[src/rtl/key_exp_inv.sv]
// AES-128 inverse key expansion: round key n in, round key n-1 out, one byte per cycle.
// Build option KEY_EXP_INV_CHAIN_EN: keep stepping back to round key 0 without reloading.
module key_exp_inv (
  input  logic       clk,
  input  logic       rst_n,
  input  logic [7:0] din,
  input  logic       enable_din,
  input  logic [3:0] rnd,
  output logic [7:0] addr_out,
  output logic       enable_sbox,
  input  logic [7:0] sbox_in,
  input  logic       round_complete,
  output logic [7:0] dout,
  output logic       enable_out,
  output logic       busy
);
  localparam int unsigned NB   = 16;
  localparam int unsigned CW   = 4;
  localparam int unsigned NREQ = 4;

  typedef enum logic [2:0] {LOAD, XOR, SBOX, COL0, WAIT, OUT} state_t;

  state_t        state, next_state;
  logic [CW-1:0] cnt, next_cnt;
  logic [3:0]    rnd_q;
  logic [7:0]    key   [NB];
  logic [7:0]    s_buf [NREQ];
  logic [7:0]    addr_d, dout_d;
  logic          enable_sbox_d, enable_out_d;
  logic          last_round_c;
  logic [1:0]    rot_row_c;
  logic [7:0]    rcon_c;

  function automatic logic [7:0] rcon_of(input logic [3:0] n);
    case (n)
      4'd1:    return 8'h01;
      4'd2:    return 8'h02;
      4'd3:    return 8'h04;
      4'd4:    return 8'h08;
      4'd5:    return 8'h10;
      4'd6:    return 8'h20;
      4'd7:    return 8'h40;
      4'd8:    return 8'h80;
      4'd9:    return 8'h1b;
      4'd10:   return 8'h36;
      default: return 8'h00;
    endcase
  endfunction

  assign rcon_c    = rcon_of(rnd_q);
  // RotWord: request r reads row r+1 of word 3
  assign rot_row_c = cnt[1:0] + 2'd1;

`ifdef KEY_EXP_INV_CHAIN_EN
  assign last_round_c = (rnd_q <= 4'd1);
`else
  assign last_round_c = 1'b1;
`endif

  always_ff @(posedge clk) begin
    if (!rst_n) begin
      state       <= LOAD;
      cnt         <= '0;
      addr_out    <= 8'h00;
      enable_sbox <= 1'b0;
      dout        <= 8'h00;
      enable_out  <= 1'b0;
      busy        <= 1'b0;
    end else begin
      state       <= next_state;
      cnt         <= next_cnt;
      addr_out    <= addr_d;
      enable_sbox <= enable_sbox_d;
      dout        <= dout_d;
      enable_out  <= enable_out_d;
      busy        <= (next_state != LOAD);
    end
  end

  always_comb begin
    next_state    = state;
    next_cnt      = cnt;
    addr_d        = addr_out;
    enable_sbox_d = 1'b0;
    dout_d        = dout;
    enable_out_d  = 1'b0;
    unique case (state)
      LOAD: begin
        if (enable_din) begin
          next_cnt = cnt + CW'(1);
          if (cnt == CW'(NB - 1)) next_state = XOR;
        end
      end
      XOR: begin
        next_state = SBOX;
        next_cnt   = '0;
      end
      SBOX: begin
        // cnt 0..3 issue requests; results land during cnt 2..5
        next_cnt = cnt + CW'(1);
        if (cnt < CW'(NREQ)) begin
          enable_sbox_d = 1'b1;
          addr_d        = key[{rot_row_c, 2'b11}];
        end
        if (cnt == CW'(NREQ + 1)) begin
          next_state = COL0;
          next_cnt   = '0;
        end
      end
      COL0: next_state = WAIT;
      WAIT: begin
        if (round_complete) begin
          next_state = OUT;
          next_cnt   = '0;
        end
      end
      OUT: begin
        enable_out_d = 1'b1;
        dout_d       = key[cnt];
        next_cnt     = cnt + CW'(1);
        if (cnt == CW'(NB - 1)) next_state = last_round_c ? LOAD : XOR;
      end
      default: begin
        next_state = LOAD;
        next_cnt   = '0;
      end
    endcase
  end

  // Key storage is updated in place; it ends up holding the previous round key.
  always_ff @(posedge clk) begin
    if (rst_n) begin
      if (state == LOAD && enable_din) begin
        key[cnt] <= din;
        if (cnt == '0) rnd_q <= rnd;
      end
      if (state == XOR) begin
        for (int unsigned r = 0; r < 4; r++) begin
          for (int unsigned c = 1; c < 4; c++) begin
            key[CW'(4*r + c)] <= key[CW'(4*r + c)] ^ key[CW'(4*r + c - 1)];
          end
        end
      end
      if (state == SBOX && cnt >= CW'(2)) s_buf[2'(cnt - CW'(2))] <= sbox_in;
      if (state == COL0) begin
        for (int unsigned r = 0; r < 4; r++) begin
          key[CW'(4*r)] <= key[CW'(4*r)] ^ s_buf[2'(r)] ^ ((r == 0) ? rcon_c : 8'h00);
        end
      end
      if (state == OUT && cnt == CW'(NB - 1) && !last_round_c) rnd_q <= rnd_q - 4'd1;
    end
  end

endmodule
[config.mk]
export PLATFORM = sky130hd
export DESIGN_NAME = key_exp_inv
export DESIGN_NICKNAME = d
export VERILOG_FILES = /design/src/rtl/key_exp_inv.sv
export SDC_FILE = /design/constraint.sdc
export NUM_CORES = 1
export LEC_CHECK = 0
export ABC_AREA = 1
export CAP_MARGIN = 15
export CORE_ASPECT_RATIO = 0.9
export CORE_UTILIZATION = 64
export CTS_BUF_LIST = sky130_fd_sc_hd__clkbuf_8 sky130_fd_sc_hd__clkbuf_16
export DETAILED_ROUTE_END_ITERATION = 10
export DONT_BUFFER_PORTS = 1
export HOLD_SLACK_MARGIN = 0.1
export PLACE_DENSITY_LB_ADDON = 0.15
export SLEW_MARGIN = 40
export SYNTH_ARGS = -nofsm -noshare
export SYNTH_HDL_FRONTEND = slang
export SYNTH_SLANG_ARGS = --single-unit
[constraint.sdc]
create_clock -name clk -period 2.56 [get_ports clk]
set_input_delay 0.512 -clock clk [delete_from_list [all_inputs] [get_ports clk]]
set_output_delay 0.512 -clock clk [all_outputs]
set_load 0.01 [all_outputs]
---- Word-level counts from Yosys, hierarchy flattened ----
Memory sizes are Yosys's and may differ from the RTL's. A register that Yosys moved wholly into a read port is not among the register bits.
Cells that the tools add are included.
word-level totals
  flip-flop bits (word level) ............. 14
  memory bits (writable) .................. 160
  bits in read-only memories .............. 128
  input port bits ......................... 24
  output and inout bits ................... 19
  word-level logic and storage cells ...... 97
  memories ................................ 3
memory list
  memory           depth  bits a word  rd ports  clocked after memory_dff  wr ports  RTL line  RTL
  (no name shown)  16     8            1         1                         0         35        case (n)
  key              16     8            18        2                         12        26        logic [7:0] key [NB];
  s_buf            4      8            4         0                         1         27        logic [7:0] s_buf [NREQ];
cells by class
  $add $sub $neg .......................... 3
  order comparisons ....................... 2
  equality and inequality tests ........... 9
  muxes and demuxes ....................... 40
  bitwise operators ....................... 18
  reduce and logical (&&, ||, !) cells .... 16
operators by type and width
  kind                                                                   count
  8-bit bitwise XOR                                                      17
  8-bit two-way mux                                                      5
  8-bit OR reduction                                                     5
  4-bit two-way mux                                                      9
  4-bit one-hot mux with 5 select lines                                  1
  1-bit two-way mux                                                      19
  3-bit one-hot mux with 6 select lines                                  1
  3-bit two-way mux                                                      5
  3-bit by 2-bit == test with 1-bit output, second input constant        2
  3-bit == test, second input constant                                   2
  3-bit AND reduction                                                    2
  4-bit by 1-bit adder with 4-bit output, second input constant          1
  4-bit by 3-bit == test with 1-bit output, second input constant        1
  4-bit == test, second input constant                                   1
  4-bit by 2-bit >= comparator with 1-bit output, second input constant  1
  4-bit logical NOT                                                      1
  4-bit by 3-bit < comparator with 1-bit output, second input constant   1
  2-bit != test, second input constant                                   2
  2-bit AND reduction                                                    2
  3-bit by 1-bit == test with 1-bit output, second input constant        1
  3-bit logical NOT                                                      1
  3-bit nonzero test                                                     1
  2-bit by 1-bit adder with 2-bit output, second input constant          1
  1-bit logical AND                                                      2
  other kinds (3)                                                        4

---- Logic depth before layout (Yosys ltp) ----
Gate-level depths: netlist of run 1.
  word-level depth ........................ 7
  depth in mapped cells ................... 13
  mapped depth without buffers ............ 11

---- Least setup slack after synthesis of run 1 ----
No wires, ideal clock.
  path kind ............................... reg2reg
  start point ............................. register cnt[0]
  end point ............................... memory key[12][0], enable pin
  library setup time ...................... 0.387 ns
  data arrival time ....................... 1.778 ns
  data required time ...................... 2.173 ns
  slack ................................... 0.396 ns
  stages on the path, launching flop included .. 7
  path buffers ............................ 2
  clock period less this slack ............ 2.164 ns
  cells stage by stage .................... dfxtp_1 > inv_1 > buf_2 > buf_2 > ha_1 > inv_1 > o31ai_1
RTL lines
  item                      RTL line  RTL
  start: declaration        24        logic [CW-1:0] cnt, next_cnt;
  start signal: assignment  71        cnt <= next_cnt;
  end: declaration          26

==> results of run 1 <==
## logic make-up (layout without fill, tap and decap cells)
group           count (synthesis)  in the layout  synth area share
buf+inv                       101            112           0.04644
flops                         198            198            0.5592
simple gates                  296            296            0.1263
fa+ha+maj                       4              4          0.004993
xor+xnor                      129            129            0.1127
compound gates                276            276            0.1503
## routing by layer
metal | vias up | global-route usage | wire [um]
met5 | - | 0 | 0
met4 | 0 | 0.1854 | 1205
met3 | 82 | 0.07170 | 2477
li1 | 3489 | - | -
met1 | 3549 | 0.4730 | 10960
met2 | 464 | 0.5266 | 12210
## area by class of cell
type,count,share of cell area
clock buffer,17,0.03926
clock inverter,15,0.01397
inverter,49,0.01697
multi-input combinational,705,0.3652
sequential,198,0.5174
tap,202,0.02333
timing repair buffer,31,0.02379
## power breakdown
group | internal [mW] | switching, mW | total (mW) | leakage, nW
clock network | 1.44 | 1.25 | 2.70 | 0.274
registers | 3.51 | 0.0261 | 3.54 | 1.75
logic | 0.127 | 0.301 | 0.428 | 1.81
total | 5.08 | 1.58 | 6.66 | 3.84
## cells in the final DEF (no fill, tap or decap), types with 3 or more instances in the layout
master and count:
o21ai_0 177, nand2_1 168, edfxtp_1 164, xnor2_1 120, nor2_1 64, inv_1 40
nand3_1 33, a21oi_1 33, dfxtp_1 33, buf_4 29, o211ai_1 26, clkbuf_16 17
o21ai_1 12, or2_2 11, o22ai_1 11, xor2_1 9, o31ai_1 9, inv_2 8
nor3_1 7, nor2_4 5, clkinv_1 5, ha_1 4, o21ai_2 3, inv_6 3
clkinvlp_4 3
## worst paths after layout
path	start	endpoint	slack, ns	depth (start not counted)
setup / recovery	state[0]	key[11][2]	0.43	8
hold / removal	rnd[2]	rnd_q[2]	0.15	0
setup reg to reg	state[0]	key[11][2]	0.43	8
hold reg to reg	cnt[0]	cnt[0]	0.53	2
## cells in the mapped netlist
cell type  instances
inv_2              7
ha_1               4
o2bb2ai_1          1
a31oi_1            1
clkbuf_1          15
o21ai_1           10
nor2_2             2
nor3_1             7
o211ai_1          26
o31ai_1           10
or2_2             11
o21ai_0          179
buf_4              4
nand4_1            2
buf_6              5
o22ai_1           11
nor2_1            64
buf_1              1
a21oi_1           33
nand2_2            1
nand2_4            1
nand4_4            1
nor2_4             5
nand2_1          168
dfxtp_1           34
o21ai_2            3
buf_2             21
xor2_1             9
nand3_1           33
edfxtp_1         164
inv_1             41
clkinv_1           1
o21bai_1           2
xnor2_1          120
clkbuf_2           6
and2_1             1
## stage by stage
step	setup slack [ns]	cells	instance area, um2
2_1_floorplan	0.3955	1004	10020
3_3_place_gp	0.4347	1185	10250
3_5_place_dp	0.4160	1185	10260
4_1_cts	0.4873	1217	10840
5_1_grt	0.3430	1217	10840
6_report	0.4288	1217	10840
## registers in the layout, summed over array words and instances (netlist names)
name         count
enable_out       1
key            128
s_buf           32
addr_out         8
state            3
enable_sbox      1
busy             1
rcon_c           8
rnd_q            4
dout             8
cnt              4
==> results.toml, run 1 <==
[run_status]
status = "complete, no violations"

[drt]
first_pass_iters = 5
wl_per_cell_um = 22.06
antenna_left = 0
drc = 0
dr_total_vias = 7584
drt_iter0_markers = 971
viasPerCell = 6.232
drt-total-wl_um = 26850

[timing]
fin_tns_setup_ns = 0
setup_viol = 0
worst_pin_slew_ns = 0.7644
fmax_mhz = 469.2
final.setup_skew_ns = 0.008771
hold_slack_ns = 0.1537
hold_violations = 0
min_period_ns = 2.131
max_slew_margin = 0.4904
rsz0062_at_grt = "false"
slew_viol_final = 0
period_share = 0.8325

[flow_run]
cap_violations = 0

[final_layout]
multi_input_area_um2 = 3958
drive_gt1_frac = 0.09163
nNetsFinal = 1030
diodes = 0
syn_to_final_growth_pct = 8.101
fillers = 1129
register_area_um2 = 5607
post-route-util = 0.7067

[logic_synthesis]
synth_top_area_share = 0.4913
yosysTopAreaCell = "edfxtp_1"
yosys_register_bits = 198
ys_seq_area_frac = 0.5592
synthTopCellsByArea = "edfxtp_1 49%, xnor2_1 10%, o21ai_0 8.9%, dfxtp_1 6.8%, nand2_1 6.3%"
synth_cell_types = 36
netlist_instances = 1004
synth_area_um2 = 10020
synth_fp_nets = 1032
yosysWarnings = 0
syn_avg_cell_area_um2 = 9.983

[pwr]
p_leak_nw = 3.837
p_total_mw = 6.661
vdd_drop_max_mv = 0.9765
power_density_nw_per_um2 = 614.7

[global_routing]
grt-ovfl-total = 0
grt_max_degree = 87
antenna_found_initial = 0
grt_usage = 0.3479
grt_first_pass_wirelength_um = 40740
grt_pass1_vias = 7136

[clock_network]
clk-insertion-delay-late_ns = 0.45
cts_resized = 0
postCtsSetupRepairBufs = 0
cts-root-buf = "clkbuf_16"
path_clk_slew_ns = 0.07
clock-sinks = 198
ctsHoldBuffers = 0
cts_tree = "built"
cts_buffer_depth = 2
cts_made_buffers = 17
htree_levels = 4

[setup_path]
crit_chain = "nand2_1, nor2_1, inv_1, nor2_1, inv_2, buf_4, nand2_1, o21ai_0"
cp_max_fo = 20
crit_type = "register to register"
path_delay_family = "simple AND/OR/NAND/NOR gates"
path_buf_inv = 3
crit_slowest_cell = "nand2_1"
startpoint_type = "register"
slowest_delay_ns = 0.49
crit_required_ns = 2.72
critPathCaptureType = "register"
arrival_ns = 2.29

[die]
dieWidth_um = 133.9
io_pins = 43
rows = 43
die_y_um = 120.7
die-area_um2 = 16170
start_util = 0.6537
core-area_um2 = 15330

[place]
hpwl_um = 18490
port-buffer-count = 0
globalplace.congestion = 0.9058

[min_path]
worstHoldPathType = "input pin to register"
(Power assumes the default switching activity.)
==> inputs of run 2 (changes only) <==
Clock period 2.56 ns to 2 ns, I/O delays scaled along.
==> results.toml, run 2 (synthesis gave the netlist of run 1 again) <==
[pwr]
power_density_nw_per_um2 = 783.3
p_leak_nw = 4.013
vdd_drop_max_mv = 0.9851

[timing]
max_slew_margin = 0.6826
fmax_mhz = 530.3
period_share = 0.9428
rsz0062_at_grt = "false"
setup_viol = 0
slew_viol_final = 0
fin_tns_setup_ns = 0
final.setup_skew_ns = 0.01097
min_period_ns = 1.886
worst_pin_slew_ns = 0.4757
hold_violations = 0
hold_slack_ns = 0.1165

[global_routing]
antenna_found_initial = 0
grt-ovfl-total = 0
grt_pass1_vias = 7269
grt_usage = 0.3520
grt_first_pass_wirelength_um = 41080
grt_max_degree = 57

[setup_path]
path_delay_family = "flip-flops"
arrival_ns = 2.03
startpoint_type = "register"
crit_required_ns = 2.15
crit_type = "register to register"
cp_common_cell = "nand2_1"
crit_slowest_cell = "dfxtp_1"
crit_chain = "nand2_1, inv_2, nand2_1, o21ai_0, buf_4"
cp_max_fo = 9
path_buf_inv = 2
critPathCaptureType = "register"
slowest_delay_ns = 0.54

[die]
die-area_um2 = 16170
start_util = 0.6537
io_pins = 43
dieWidth_um = 133.9
core-area_um2 = 15330
rows = 43
die_y_um = 120.7

[final_layout]
post-route-cell-area_um2 = 11140
largestRegisters = "key: 128 flops, s_buf: 32 flops"
post-route-util = 0.7268
syn_to_final_growth_pct = 11.18
fin_cells = 1246
diodes = 0
drive_gt1_frac = 0.1073
nNetsFinal = 1059
largest_reg_flops = 128
final_cell_mix = "178 x o21ai_0, 168 x nand2_1, 164 x edfxtp_1"
final_common_cell = "o21ai_0"
top_register = "key"

[drt]
first_pass_iters = 6
drc = 0
drt-total-wl_um = 27080
drt_iter0_markers = 1229
wl_per_cell_um = 21.73
antenna_left = 0
viasPerCell = 6.140
dr_total_vias = 7651

[clock_network]
cts_tree = "built"
cts_resized = 0
path_clk_slew_ns = 0.08
cts-root-buf = "clkbuf_16"
clk-insertion-delay-late_ns = 0.45
clock-sinks = 198
cts_made_buffers = 17
htree_levels = 4
cts_buffer_depth = 2

[place]
place_area_um2 = 10380
dpl.cell_count = 1198
globalplace.congestion = 0.9486
hpwl_um = 18870
port-buffer-count = 0

[flow_run]
cap_violations = 0

[run_status]
status = "complete, no violations"

[min_path]
worstHoldPathType = "input pin to register"
## run 2: layout make-up
type | count | area [um2]
flip-flops and latches | 198 | 5607
fillers | 1123 | 4189
multi-input cells | 705 | 3953
repair buffers | 60 | 533.0
clock buffers | 17 | 425.4
well taps | 202 | 252.7
clock inverters | 15 | 190.2
inverters | 49 | 183.9
## run 2: worst paths after layout
| kind | to | slack [ns] | cells past startpoint | from |
|---|---|---|---|---|
| worst max-delay path | key[15][3] | 0.11 | 5 | cnt[2] |
| worst min-delay path | dout[5] | 0.12 | 2 | rst_n |
| worst max register to register | key[15][3] | 0.11 | 5 | cnt[2] |
| worst min register to register | addr_out[2] | 0.57 | 2 | addr_out[2] |
## run 2: where the power goes
part,internal [mW],switching [mW],total [mW]
Sequential,4.49,0.0370,4.53
Combinational,0.196,0.411,0.607
Clock,1.90,1.69,3.59
## run 2: metrics by stage
stage / total power [mW] / worst slack, ns
2_1_floorplan: 4.992 / -0.1645
3_3_place_gp: 5.152 / 0.1763
3_5_place_dp: 5.169 / 0.1632
4_1_cts: 8.698 / 0.1384
5_1_grt: 8.938 / 0.008140
6_report: 8.729 / 0.1143
## run 2: per-layer routing
layer / part of all wire / wire length (um) / up-vias / GRT usage
met5: 0 / 0 / - / 0
met4: 0.041 / 1099 / 0 / 0.1747
met3: 0.092 / 2494 / 69 / 0.06667
met2: 0.45 / 12200 / 456 / 0.5285
met1: 0.42 / 11280 / 3591 / 0.4912
li1: - / - / 3535 / -
## run 2: what timing repair did
item	in CTS	in global routing
hold buffers	13	0
setup buffers	0	3
hold endpoints to repair	48	0
setup endpoints to repair	0	4
